## src/rtl/vx_commit_pkt_arbiter.sv

```systemverilog
// vx_commit_pkt_arbiter: round-robin, packet-locked arbiter that merges NUM_REQS commit
// streams onto one commit port through a single-entry output register.
// A packet runs from the first beat taken in IDLE up to its eop beat. Beats from other
// sources are never interleaved with it, and the round-robin pointer moves only when
// a packet completes.
// Optional feature macro: VX_COMMIT_ARB_PERF_EN adds the stall and packet counters.
module vx_commit_pkt_arbiter #(
  parameter int unsigned NUM_REQS   = 4,
  parameter int unsigned DATAW      = 64,
  parameter int unsigned PERF_CTR_W = 44,
  localparam int unsigned IdxW      = (NUM_REQS > 1) ? $clog2(NUM_REQS) : 1
) (
  input  logic                      clk,
  input  logic                      reset,
  input  logic [NUM_REQS-1:0]       req_valid,
  input  logic [NUM_REQS*DATAW-1:0] req_data,
  input  logic [NUM_REQS-1:0]       req_sop,
  input  logic [NUM_REQS-1:0]       req_eop,
  output logic [NUM_REQS-1:0]       req_ready,
  output logic                      out_valid,
  output logic [DATAW-1:0]          out_data,
  output logic                      out_sop,
  output logic                      out_eop,
  output logic [IdxW-1:0]           out_idx,
  input  logic                      out_ready,
  output logic                      lock_active
`ifdef VX_COMMIT_ARB_PERF_EN
  ,
  output logic [PERF_CTR_W-1:0]     perf_stall_cycles,
  output logic [PERF_CTR_W-1:0]     perf_packets
`endif
);

  typedef enum logic {StIdle, StLocked} state_e;

  state_e            r_state;
  logic [IdxW-1:0]   r_rr_ptr;
  logic [IdxW-1:0]   r_lock_idx;
  logic              r_out_valid;
  logic [DATAW-1:0]  r_out_data;
  logic              r_out_sop;
  logic              r_out_eop;
  logic [IdxW-1:0]   r_out_idx;

  state_e            w_state_nxt;
  logic [IdxW-1:0]   w_rr_nxt;
  logic [IdxW-1:0]   w_lock_nxt;
  logic              w_found;
  logic [IdxW-1:0]   w_pick;
  int unsigned       w_j;
  logic [IdxW-1:0]   w_sel;
  logic [IdxW-1:0]   w_sel_inc;
  logic              w_load_en;
  logic [NUM_REQS-1:0] w_ready;
  logic              w_accept;
  logic [DATAW-1:0]  w_sel_data;
  logic              w_sel_sop;
  logic              w_sel_eop;

  // The output slot can take a new beat when it is empty or being drained this cycle.
  assign w_load_en = !r_out_valid || out_ready;

  // Round-robin search for the first valid source starting at the pointer.
  always_comb begin
    w_found = 1'b0;
    w_pick  = '0;
    w_j     = 0;
    for (int i = 0; i < int'(NUM_REQS); i++) begin
      w_j = (int'(r_rr_ptr) + i) % NUM_REQS;
      if (!w_found && req_valid[w_j]) begin
        w_found = 1'b1;
        w_pick  = IdxW'(w_j);
      end
    end
  end

  // Selected source: the locked owner while a packet is in flight, else the rr winner.
  always_comb begin
    w_sel      = (r_state == StLocked) ? r_lock_idx : w_pick;
    w_sel_inc  = (w_sel == IdxW'(NUM_REQS - 1)) ? '0 : w_sel + IdxW'(1);
    w_sel_data = req_data[w_sel*DATAW +: DATAW];
    w_sel_sop  = req_sop[w_sel];
    w_sel_eop  = req_eop[w_sel];
  end

  // Ready goes to the owner even when it is not valid, so nothing else can slip in.
  always_comb begin
    w_ready = '0;
    if (w_load_en && ((r_state == StLocked) || w_found)) begin
      w_ready[w_sel] = 1'b1;
    end
  end

  assign req_ready = w_ready;
  assign w_accept  = |(req_valid & w_ready);

  // Packet tracking: lock on a non-eop beat, release and advance the pointer on eop.
  always_comb begin
    w_state_nxt = r_state;
    w_rr_nxt    = r_rr_ptr;
    w_lock_nxt  = r_lock_idx;
    if (w_accept) begin
      if (w_sel_eop) begin
        w_state_nxt = StIdle;
        w_rr_nxt    = w_sel_inc;
      end else if (r_state == StIdle) begin
        w_state_nxt = StLocked;
        w_lock_nxt  = w_sel;
      end
    end
  end

  // Arbitration state registers.
  always_ff @(posedge clk or negedge reset) begin
    if (!reset) begin
      r_state    <= StIdle;
      r_rr_ptr   <= '0;
      r_lock_idx <= '0;
    end else begin
      r_state    <= w_state_nxt;
      r_rr_ptr   <= w_rr_nxt;
      r_lock_idx <= w_lock_nxt;
    end
  end

  // Output pipeline register; payload only changes when a beat is taken.
  always_ff @(posedge clk or negedge reset) begin
    if (!reset) begin
      r_out_valid <= 1'b0;
      r_out_data  <= '0;
      r_out_sop   <= 1'b0;
      r_out_eop   <= 1'b0;
      r_out_idx   <= '0;
    end else if (w_load_en) begin
      r_out_valid <= w_accept;
      if (w_accept) begin
        r_out_data <= w_sel_data;
        r_out_sop  <= w_sel_sop;
        r_out_eop  <= w_sel_eop;
        r_out_idx  <= w_sel;
      end
    end
  end

  assign out_valid   = r_out_valid;
  assign out_data    = r_out_data;
  assign out_sop     = r_out_sop;
  assign out_eop     = r_out_eop;
  assign out_idx     = r_out_idx;
  assign lock_active = (r_state == StLocked);

`ifdef VX_COMMIT_ARB_PERF_EN
  logic [PERF_CTR_W-1:0] r_perf_stall;
  logic [PERF_CTR_W-1:0] r_perf_pkts;

  // Stall: someone is waiting but no handshake; packets: eop beats leaving the port.
  always_ff @(posedge clk or negedge reset) begin
    if (!reset) begin
      r_perf_stall <= '0;
      r_perf_pkts  <= '0;
    end else begin
      if ((|req_valid) && !w_accept) begin
        r_perf_stall <= r_perf_stall + PERF_CTR_W'(1);
      end
      if (r_out_valid && out_ready && r_out_eop) begin
        r_perf_pkts <= r_perf_pkts + PERF_CTR_W'(1);
      end
    end
  end

  assign perf_stall_cycles = r_perf_stall;
  assign perf_packets      = r_perf_pkts;
`else
  // Counter width has no effect when the counters are compiled out.
  if (PERF_CTR_W == 0) begin : g_perf_w_unused
  end
`endif

endmodule

```

## config.mk

```make
export PLATFORM = sky130hd
export DESIGN_NAME = vx_commit_pkt_arbiter
export DESIGN_NICKNAME = d
export VERILOG_FILES = /design/src/rtl/vx_commit_pkt_arbiter.sv
export SDC_FILE = /design/constraint.sdc
export NUM_CORES = 1
export LEC_CHECK = 0
export BUFFER_PORTS_ARGS = -buffer_cell sky130_fd_sc_hd__buf_4
export CAP_MARGIN = 20
export CORE_AREA = 4 4 132 134
export DETAILED_ROUTE_END_ITERATION = 10
export DIE_AREA = 0 0 136 138
export MAX_ROUTING_LAYER = met4
export PLACE_DENSITY = 0.74
export SLEW_MARGIN = 20
export SYNTH_ARGS = -nofsm -noshare
export SYNTH_HDL_FRONTEND = slang
export SYNTH_SLANG_ARGS = --single-unit
```

## constraint.sdc

```tcl
create_clock -name clk -period 6.7 [get_ports clk]
set_input_delay 0.67 -clock clk [delete_from_list [all_inputs] [get_ports clk]]
set_output_delay 0.67 -clock clk [all_outputs]
set_load 0.005 [all_outputs]
```

# Word-level counts from Yosys, hierarchy flattened
# Index checks and enable logic that the tools add are counted.
dict set report totals {
  mem_bits_ro 0
  wordCells 64
  ramBits 0
  memories 0
  reg_bits 74
  latch_bits 0
}
dict set report classes {
  add_sub_neg 4
  div_mod_pow 0
  n_shift 1
  n_reduce_logical 15
  n_mux 26
  n_bitwise 3
  multipliers 0
  n_lt_le_gt_ge 6
  eq_ne 1
}
# operator n
set op_table {}
lappend op_table {{256-bit by 9-bit variable part select with 64-bit output} 1}
lappend op_table {{2-bit by 3-bit less-than comparator with 1-bit output (second input constant)} 5}
lappend op_table {{1-bit binary-select mux with 2-bit select} 6}
lappend op_table {{1-bit two-way mux} 12}
lappend op_table {{2-bit two-way mux} 6}
lappend op_table {{1-bit logical AND} 5}
lappend op_table {{2-bit by 1-bit adder with 2-bit output (second input constant)} 2}
lappend op_table {{2-bit adder (second input constant)} 2}
lappend op_table {{4-bit AND} 1}
lappend op_table {{1-bit zero test} 4}
lappend op_table {{4-bit two-way mux} 1}
lappend op_table {{2-bit AND reduction} 2}
lappend op_table {{4-bit OR reduction} 1}
lappend op_table {{3-bit AND reduction} 1}
lappend op_table {{1-bit demux with 2-bit select} 1}
lappend op_table {{2-bit equality test (second input constant)} 1}
lappend op_table {{2-bit by 1-bit greater-or-equal comparator with 1-bit output (second input constant)} 1}
lappend op_table {{1-bit logical OR} 2}
lappend op_table {{1-bit NOT} 2}

# Depth between registers and ports, before layout
# Gate-level depths: netlist of run 1.
dict set report logic_depth {
  ltp_word 21
  ltp_mapped 14
  ltp_nobuf 10
}

# Least setup slack after synthesis of run 1
# OpenSTA, ideal clock, no wires.
dict set report synth_path {
  path_type {input to register}
  from {input req_valid[1]}
  to {register r_rr_ptr[0]}
  n_path_buf 3
  path_slack_ns 3.047
  required_ns 6.572
  cell_stages 13
  t_arrival_ns 3.525
  cell_sequence {buf_2 nor2b_2 a2111oi_4 or3_1 inv_2 buf_4 buf_6 ha_1 a22oi_1 nor4b_2 a311oi_4 nor3b_2 mux2_1}
}
dict set report synth_via {
  elab_chain_cells 21
  word_cells_on_any_way 39
  cone_classes {add/sub (1); order compare (2); eq/ne (1); mux (23); bitwise (1); reduce/logical (11)}
}
# item line
set synth_lines {}
lappend synth_lines {{from (decl)} 15} ;# input logic [NUM_REQS-1:0] req_valid,
lappend synth_lines {{1-bit binary-select mux with 2-bit select} 70} ;# if (!w_found && req_valid[w_j]) begin
lappend synth_lines {{1-bit two-way mux (implied by the code)} 70}
lappend synth_lines {{1-bit two-way mux} 70}
lappend synth_lines {{1-bit zero test} 70}
lappend synth_lines {{1-bit logical AND} 70}
lappend synth_lines {{1-bit two-way mux} 70}
lappend synth_lines {{1-bit zero test} 70}
lappend synth_lines {{1-bit logical AND} 70}
lappend synth_lines {{(+5 left out)} -}
lappend synth_lines {{2-bit by 3-bit less-than comparator with 1-bit output (implied by the code) / 2-bit by 1-bit greater-or-equal comparator with 1-bit output (equally long branches)} 90} ;# w_ready[w_sel] = 1'b1;
lappend synth_lines {{1-bit logical AND (implied by the code)} 90}
lappend synth_lines {{1-bit two-way mux (implied by the code)} 90}
lappend synth_lines {{1-bit demux with 2-bit select} 90}
lappend synth_lines {{4-bit two-way mux} 89} ;# if (w_load_en && ((r_state == StLocked) || w_found)) begin
lappend synth_lines {{4-bit AND} 95} ;# assign w_accept = |(req_valid & w_ready);
lappend synth_lines {{4-bit OR reduction} 95}
lappend synth_lines {{2-bit AND reduction (no line)} -}
lappend synth_lines {{to (signal assigned)} 121} ;# r_rr_ptr <= w_rr_nxt;
lappend synth_lines {{to (decl)} 37} ;# logic [IdxW-1:0] r_rr_ptr;
# Several ways; a longest one is shown, not always the timed one. The select of a mux whose other input is x is not followed.
# A chain may end at the register's enable or synchronous reset.

# Final worst setup path of run 1
dict set report layout_path {
  from {register r_rr_ptr[0]}
  to {register r_rr_ptr[1]}
}
dict set report layout_via {
  elab_chain_cells 21
  word_cells_on_any_way 42
  cone_classes {add/sub (4); order compare (2); eq/ne (1); mux (23); bitwise (1); reduce/logical (11)}
}
# item
set layout_lines {}
lappend layout_lines {{parallel branches: the longest is 21 deep, another holds 2-bit by 1-bit adder with 2-bit output}}
# Several ways; the timed one is not identified. The select of a mux whose other input is x is not followed.

==> qor.csv, run 1 <==
metric,value,unit
status,completed,
globalRouteTotalUtil,0.179,
ant_nets,0,
synth_edf_count,0,
worstReg2RegEnd,r_rr_ptr[1],
start_kind,flip-flop,
hold_path_class,primary input to asynchronous set/reset pin,
cts_resized,0,
seqPwrFrac,0.214,
required,6910,ps
vdd_drop_max,0.000297,V
io_pins,345,
drt-initial-drc-count,175,
worstPathArrival,4520,ps
htreeDepth,3,
vias_per_cell,4.76,
comb_power_share,0.674,
max_slew_margin,0.358,
syn_avg_cell_area,11.9,µm²
synth_seq_area_share,0.349,
cts-root-buf,clkbuf_16,
seqCellArea,0.00185,mm²
clkSlewWorstSetupHoldPaths,60,ps
place_area,0.00799,mm²
die_y,138,µm
swShare,0.379,
avgRoutedWirePerCell,17.0,µm
period_needed,4310,ps
grt_overflow,0,
dpl.hpwl,13600,µm
fin_setup_tns,0,ps
die-area,0.0188,mm²
internal_power,2460,µW
syn_to_final_growth,55.8,%
firstDrtPassIters,4,
hold_viol,0,
vias,4737,
clkPwrFrac,0.112,
initial_core_util,0.326,
maxCapViolCount,0,
cts_tree,yes,
grt_max_degree,76,
multi_input_area,0.00321,mm²
p_leak,0.00433,µW
dp.cells,980,
syn-cell-area,0.00530,mm²
place.gp.congestion,0.825,
fill_cells,1496,
synth_flop_cell,dfrtp_1,
rows,47,
finalInstanceArea,0.00826,mm²
port_buffers,344,
power_density,480,mW/mm²
switchingPower,1500,µW
synth.most_common_cell,mux2i_1,
async_flop_share,1.00,
coreArea,0.0163,mm²
synth_top_cell_by_area,mux2i_1,
setup_ws,2390,ps
clock_latency,330,ps
clk_path_buf_depth,2,
cts_hold_buf,0,
setup_viol,0,
synth_area_leaders,"mux2i_1 (37%), dfrtp_1 (35%), mux2_2 (14%)",
criticalPathCategory,flip-flop to flip-flop,
rr_startpoint,r_rr_ptr[0],
end_kind,flip-flop,
synth.top_cells.by_count,"mux2i_1 (197), dfrtp_1 (74), mux2_2 (68), buf_2 (19), nor2_1 (13)",
cts_num_sinks,74,
yosys_warnings,0,
cts_setup_buffers,0,
crit_chain,nor2b_1 > a2111oi_4 > or3_1 > inv_6 > ha_1 > a22oi_1 > nor4b_2 > a311oi_4 > buf_4 > nor3b_2 > mux2_1,
startpoint,r_rr_ptr[0],
dp_slack,1980,ps
p_total,3960,µW
slew_viol_final,0,
r2r_slack,2390,ps
worst_slew_pin_slew,963,ps
grt_pass1_wl,25900,µm
grt_antenna_before_repair,1,
die_x,136,µm
max_freq,232,MHz
period_share,0.643,
ys_ff_latch,74,
cts_buffers,9,
cpPeakStageDelay,590,ps
synth_nets,718,
drive_gt1_frac,0.566,
post-synth-top-area-fraction,0.372,
rsz0062_at_grt,false,
wirelength,16900,µm
critPathSlowestCell,inv_6,
nets,1044,
reg2reg_depth,11,
grt_pass1_vias,5111,
syn_inst,445,
drc,0,
fin_worst_skew,8.59,ps
fin_cells,996,
synth.distinct_cells,42,
crit_fanout,75,
-- power by group through the flow --
stage	clock network, µW	registers, µW	logic [µW]
after global placement	0	849	2680
after floorplan	0	839	1940
after CTS	463	853	2730
after global routing	484	884	2910
after detailed placement	0	856	2720
final	444	849	2670
-- logic make-up (layout without fill, tap and decap cells) --
| group | count (synthesis) | after routing | share of synthesized area |
|---|---|---|---|
| adders and majority gates | 2 | 2 | 0.00472 |
| buffers and inverters | 40 | 370 | 0.0448 |
| muxes | 267 | 267 | 0.521 |
| AOI/OAI and AO/OA | 20 | 20 | 0.0361 |
| other | 0 | 1 | 0 |
| DFF | 74 | 74 | 0.349 |
| and+or+nand+nor | 42 | 42 | 0.0446 |
-- flip-flops by register name, summed over array words and instances (netlist names) --
register / count
lock_active: 1
out_data: 64
out_eop: 1
out_idx: 2
out_sop: 1
out_valid: 1
r_lock_idx: 2
r_rr_ptr: 2
-- worst max-delay path by stage --
| stage | depth (start not counted) | end | slack (ps) |
|---|---|---|---|
| floorplan | 13 | r_rr_ptr[0] | 3050 |
| global placement | 12 | r_rr_ptr[0] | 2160 |
| detailed placement | 12 | r_rr_ptr[1] | 1980 |
| CTS | 11 | r_rr_ptr[1] | 2270 |
| global route | 11 | r_rr_ptr[0] | 2080 |
| finish | 11 | r_rr_ptr[1] | 2390 |
-- worst max-delay path, delay by kind of cell, from the launching register on --
kind | cells | cell delay (ps)
and+or+nand+nor | 4 | 1410
muxes | 1 | 360
adders and majority gates | 1 | 300
AOI/OAI and AO/OA | 3 | 570
buffers and inverters | 2 | 1070
DFF | 1 | 490
-- cell type report --
class / instances / share of cell area
multi-input cells: 331 / 0.389
repair buffers: 348 / 0.316
flip-flops and latches: 74 / 0.224
well taps: 220 / 0.0333
clock buffers: 13 / 0.0315
inverters: 7 / 0.00409
clock inverters: 2 / 0.00151
diodes: 1 / 0.000303
-- layer usage --
layer  share of wire  wire, µm  global-route usage  vias up
met5               0         0                   -        -
met4           0.032       537              0.0806        0
met3            0.10      1690              0.0531       35
met2            0.50      8470               0.299      244
met1            0.37      6210               0.194     2162
li1                -         -                   -     2296
-- cell usage in the layout, fill, tap and decap left out, types with 3 or more instances in the layout --
master and count:
nor3_1 3, inv_1 5, nor2_1 13, nand4_1 3, nand2_1 3, a21oi_1 3
mux2i_1 197, mux2_2 68, nand3_1 3, nand2b_1 5, dfrtp_1 74, nor2b_1 5
clkbuf_16 9, buf_4 348
-- per-stage QoR --
stage / util / hold slack, ps
after floorplan: - / 374
after global placement: 0.490 / 469
after detailed placement: 0.490 / 474
after CTS: 0.507 / 487
after global routing: 0.507 / 516
final: 0.507 / 461
Note: power is estimated with default switching activity, not from simulation.
==> inputs of run 2 (changes only) <==
CORE_AREA = 4 4 130 132   (was 4 4 132 134)
DIE_AREA = 0 0 134 136   (was 0 0 136 138)
PLACE_DENSITY = 0.75   (was 0.74)
clock period = 4.2 ns   (was 6.7 ns; I/O delays follow)
==> run 2 against run 1 <==
Net effect: sequential cell count unchanged; hold slack worse by 230 ps; power up 61%; sequential share of layout area down 0.051 points; first-iteration DRC count down 18%.
==> qor.csv, run 2 (same netlist as run 1, synthesis figures left out) <==
metric,value,unit
grt_pass1_wl,25100,µm
rr_startpoint,r_rr_ptr[0],
drc,0,
end_kind,flip-flop,
reg2reg_depth,10,
clk_path_buf_depth,2,
worstPathArrival,3750,ps
highest_layer,met4,
avgRoutedWirePerCell,16.8,µm
hold_viol,0,
grt_max_degree,75,
final_common_cell,buf_4,
htreeDepth,3,
hold_path_class,primary input to asynchronous set/reset pin,
place.gp.congestion,0.910,
wl_met1,6340,µm
ant_nets,0,
worst_slew_pin_slew,999,ps
drt-initial-drc-count,143,
port_buffers,344,
fin_worst_skew,6.48,ps
p_leak,0.00435,µW
fill_cells,1454,
cts_resized,0,
p_total,6380,µW
fin_setup_tns,0,ps
vias,4769,
cts_hold_buf,0,
syn_to_final_growth,56.2,%
power_density,770,mW/mm²
criticalPathCategory,flip-flop to flip-flop,
start_kind,flip-flop,
period_needed,3540,ps
max_slew_margin,0.334,
diodes,0,
period_share,0.843,
worstReg2RegEnd,out_data[31],
wirelength,16700,µm
max_freq,282,MHz
grt_antenna_before_repair,0,
setup_viol,0,
cts_num_sinks,74,
wl_met2,8590,µm
cts_setup_buffers,0,
vias_per_cell,4.79,
mostFrequentLayoutCells,"buf_4 (350), mux2i_1 (197), dfrtp_1 (74)",
die-area,0.0182,mm²
drive_gt1_frac,0.567,
nets,1047,
rows,46,
die_y,136,µm
grt_overflow,0,
slew_viol_final,0,
dpl.hpwl,13400,µm
vdd_drop_max,0.000384,V
globalRouteTotalUtil,0.177,
initial_core_util,0.337,
cts-root-buf,clkbuf_16,
die_x,134,µm
cts_buffers,9,
cts_tree,yes,
coreArea,0.0157,mm²
crit_fanout,34,
status,completed,
rsz0062_at_grt,false,
maxCapViolCount,0,
clock_latency,320,ps
grt_pass1_vias,4966,
io_pins,345,
firstDrtPassIters,4,
required,4410,ps
r2r_slack,660,ps
largest_reg_flops,64,
met3_wirelength,1500,µm
clkSlewWorstSetupHoldPaths,60,ps
==> run 2: cell count changes in the layout (fill, tap and decap cells not counted), sizes merged <==
cell      change
buf           +3
clkinv        +3
clkinvlp      -1
diode         -1
inv           -1
==> run 2: how the worst max path moves through the flow <==
stage,slack [ps],to,from,cells after the start
after global placement,690,out_data[32],req_valid[2],11
after global routing,480,out_data[36],r_rr_ptr[0],10
after floorplan,800,r_rr_ptr[0],req_valid[1],13
after CTS,680,out_data[39],r_rr_ptr[0],10
final,660,out_data[31],r_rr_ptr[0],10
after detailed placement,630,out_data[31],req_valid[2],11
==> run 2: cell type report <==
type / count / area [µm²] / area share
Clock inverter: 3 / 15.0 / 0.00181
Clock buffer: 13 / 250 / 0.0302
Inverter: 7 / 32.5 / 0.00393
Multi-Input combinational cell: 331 / 3210 / 0.388
Sequential cell: 74 / 1850 / 0.224
Tap cell: 216 / 270 / 0.0326
Timing Repair Buffer: 351 / 2650 / 0.320
==> run 2: power by group <==
| part | internal [µW] | total, µW | switching (µW) |
|---|---|---|---|
| Combinational | 2420 | 4350 | 1930 |
| Sequential | 1120 | 1340 | 220 |
| Clock | 413 | 688 | 274 |
==> run 2: metrics by stage <==
step | hold slack (ps) | cell area [µm²] | instances | util | worst slack, ps
2_1_floorplan | 124 | 5300 | 445 | - | 797
3_3_place_gp | 470 | 8020 | 979 | 0.510 | 694
3_5_place_dp | 472 | 8020 | 979 | 0.510 | 627
4_1_cts | 277 | 8280 | 995 | 0.527 | 679
5_1_grt | 321 | 8280 | 995 | 0.527 | 481
6_report | 234 | 8280 | 995 | 0.527 | 658
==> run 2: layer usage <==
layer | global-route usage | up-vias
li1 | - | 2313
met1 | 0.196 | 2214
met2 | 0.312 | 225
met3 | 0.0514 | 17
met4 | 0.0520 | 0
met5 | - | -
==> run 2: critical path, cell delays in order, from the launching register on <==
cell and delay (ps):
dfrtp_1 480, nor2b_1 300, a2111oi_4 120, or3_1 490
inv_6 250, ha_1 230, a22oi_1 130, nor4b_2 200
a311oi_4 350, buf_4 450, mux2_2 390
==> inputs of run 3 (changes only) <==
ABC_AREA = 1   (was default)
CORE_AREA = 4 4 133 135   (was 4 4 130 132)
DIE_AREA = 0 0 137 139   (was 0 0 134 136)
PLACE_DENSITY = 0.73   (was 0.75)
clock period = 3.5 ns   (was 4.2 ns; I/O delays follow)
==> run 3 against run 2 <==
Net effect: sequential power increased by 17%; critical endpoint is now req_ready[0]; synthesized cell count rose by 95%; routed wire length grew 28%; highest routed layer unchanged.
==> qor.csv, run 3 <==
metric,value,unit
ys_ff_latch,74,
synth_top_cell_by_area,dfrtp_1,
syn_avg_cell_area,6.17,µm²
worstPathArrival,2740,ps
vdd_drop_max,0.000695,V
dpl.hpwl,16000,µm
vias,6652,
clock_latency,330,ps
grt_overflow,0,
r2r_slack,450,ps
globalRouteTotalUtil,0.216,
clk_path_buf_depth,2,
critPathSlowestCell,dfrtp_2,
cts_buffers,9,
hold_viol,0,
async_flop_share,1.00,
rows,47,
die_x,137,µm
synth_seq_area_share,0.345,
cts_tree,yes,
initial_core_util,0.326,
grt_pass1_vias,6368,
place.gp.congestion,0.882,
cts_resized,0,
fin_worst_skew,9.10,ps
io_pins,345,
coreArea,0.0165,mm²
die_y,139,µm
grt_pass1_wl,31700,µm
nets,1459,
fin_setup_tns,0,ps
critical_path.endpoint,req_ready[0],
wirelength,21400,µm
criticalPathCategory,flip-flop to output port,
mostFrequentLayoutCells,"nand2_1 (456), buf_4 (353), inv_1 (77)",
synth_nets,1142,
cts-root-buf,clkbuf_16,
power_density,1010,mW/mm²
synth.most_common_cell,nand2_1,
die-area,0.0190,mm²
cts_setup_buffers,0,
slew_viol_final,0,
hold_ws,145,ps
syn_inst,869,
synth_edf_count,0,
yosys_warnings,0,
grt_max_degree,75,
clkSlewWorstSetupHoldPaths,60,ps
syn_to_final_growth,55.4,%
startpoint,r_rr_ptr[0],
vias_per_cell,4.71,
rr_startpoint,r_rr_ptr[0],
required,3150,ps
worstReg2RegEnd,r_lock_idx[1],
max_slew_margin,0.319,
synth_area_leaders,"dfrtp_1 (35%), nand2_1 (32%), inv_1 (5.4%)",
final_common_cell,nand2_1,
max_freq,324,MHz
period_needed,3090,ps
start_kind,flip-flop,
hold_path_class,primary input to asynchronous set/reset pin,
worst_slew_pin_slew,1020,ps
port_buffers,344,
cts_hold_buf,0,
drt-initial-drc-count,285,
diodes,0,
synth_flop_cell,dfrtp_1,
grt_antenna_before_repair,0,
synth.top_cells.by_count,"nand2_1 (456), inv_1 (77), dfrtp_1 (74), nand3_1 (45), nor2_1 (42)",
cts_num_sinks,74,
period_share,0.882,
reg2reg_depth,21,
p_leak,0.00473,µW
maxCapViolCount,0,
drive_gt1_frac,0.328,
largest_reg_flops,64,
htreeDepth,3,
cpPeakStageDelay,480,ps
crit_chain,inv_2 > nand2_1 > nand3_1 > nand2_2 > nor2_4 > nand2_1 > nand2_1 > nand2_1 > nand3_1 > nand2_2 > inv_2 > buf_4 > buf_4 > nor3_1 > buf_4,
setup_viol,0,
avgRoutedWirePerCell,15.2,µm
ant_nets,0,
post-synth-top-area-fraction,0.345,
firstDrtPassIters,7,
synth.distinct_cells,28,
status,completed,
crit_fanout,24,
syn-cell-area,0.00536,mm²
rsz0062_at_grt,false,
cp_common_cell,nand2_1,
end_kind,output port,
drc,0,
[run 3: changes by cell type after synthesis, sizes merged, moves of 6 or more]
| cell | change |
|---|---|
| nand2 | +456 |
| mux2i | -197 |
| inv | +75 |
| mux2 | -70 |
| nand3 | +44 |
| o211ai | +36 |
| nor2 | +33 |
| o21ai | +31 |
| a21oi | +27 |
| buf | +17 |
| nor2b | -6 |
[run 3: worst min path at each step]
stage,endpoint,cells after the start
final,out_data[2],1
after global routing,out_data[2],1
after CTS,out_data[2],1
after detailed placement,r_lock_idx[0],2
after global placement,out_eop,2
after floorplan,lock_active,0
[run 3: logic make-up after synthesis]
group	share of synthesized area
buffers and inverters	0.123
AND/OR/NAND/NOR	0.416
flip-flops	0.345
adder cells (fa/ha/maj)	0.00467
AO/OA/AOI/OAI	0.111
[run 3: final cells by class]
cell class,count,area [µm²]
fillers,1713,8130
multi-input cells,662,2860
repair buffers,356,2690
flip-flops and latches,74,1850
inverters,83,312
well taps,220,275
clock buffers,12,267
clock inverters,4,72.6
[run 3: critical path: cells and delay by family, from the launching register on]
family                 cells  cell delay (ps)
AND/OR/NAND/NOR           10              810
flip-flops                 1              480
buffers and inverters      5             1090
[run 3: per-layer routing]
| layer | wire length (µm) | track usage | up-vias | share of wire |
|---|---|---|---|---|
| met2 | 10800 | 0.381 | 269 | 0.50 |
| met4 | 503 | 0.0767 | 0 | 0.023 |
| met3 | 1810 | 0.0483 | 36 | 0.084 |
| met1 | 8350 | 0.237 | 3025 | 0.39 |
| met5 | 0 | - | - | 0 |
| li1 | - | - | 3322 | - |
[run 3: per-stage QoR]
stage	std cells	power (µW)	area [µm²]	setup WS (ps)	utilization
3_3_place_gp	1394	7300	7980	292	0.485
2_1_floorplan	869	5590	5360	856	-
6_report	1411	8410	8330	414	0.506
4_1_cts	1410	8490	8320	181	0.505
5_1_grt	1411	9240	8330	80.0	0.506
3_5_place_dp	1394	7410	7980	207	0.485
[run 3: where the power goes]
| part | internal (µW) | switching, µW | total (µW) |
|---|---|---|---|
| Clock | 681 | 353 | 1030 |
| Combinational | 2150 | 3650 | 5800 |
| Sequential | 1320 | 252 | 1570 |
| Total | 4150 | 4260 | 8410 |
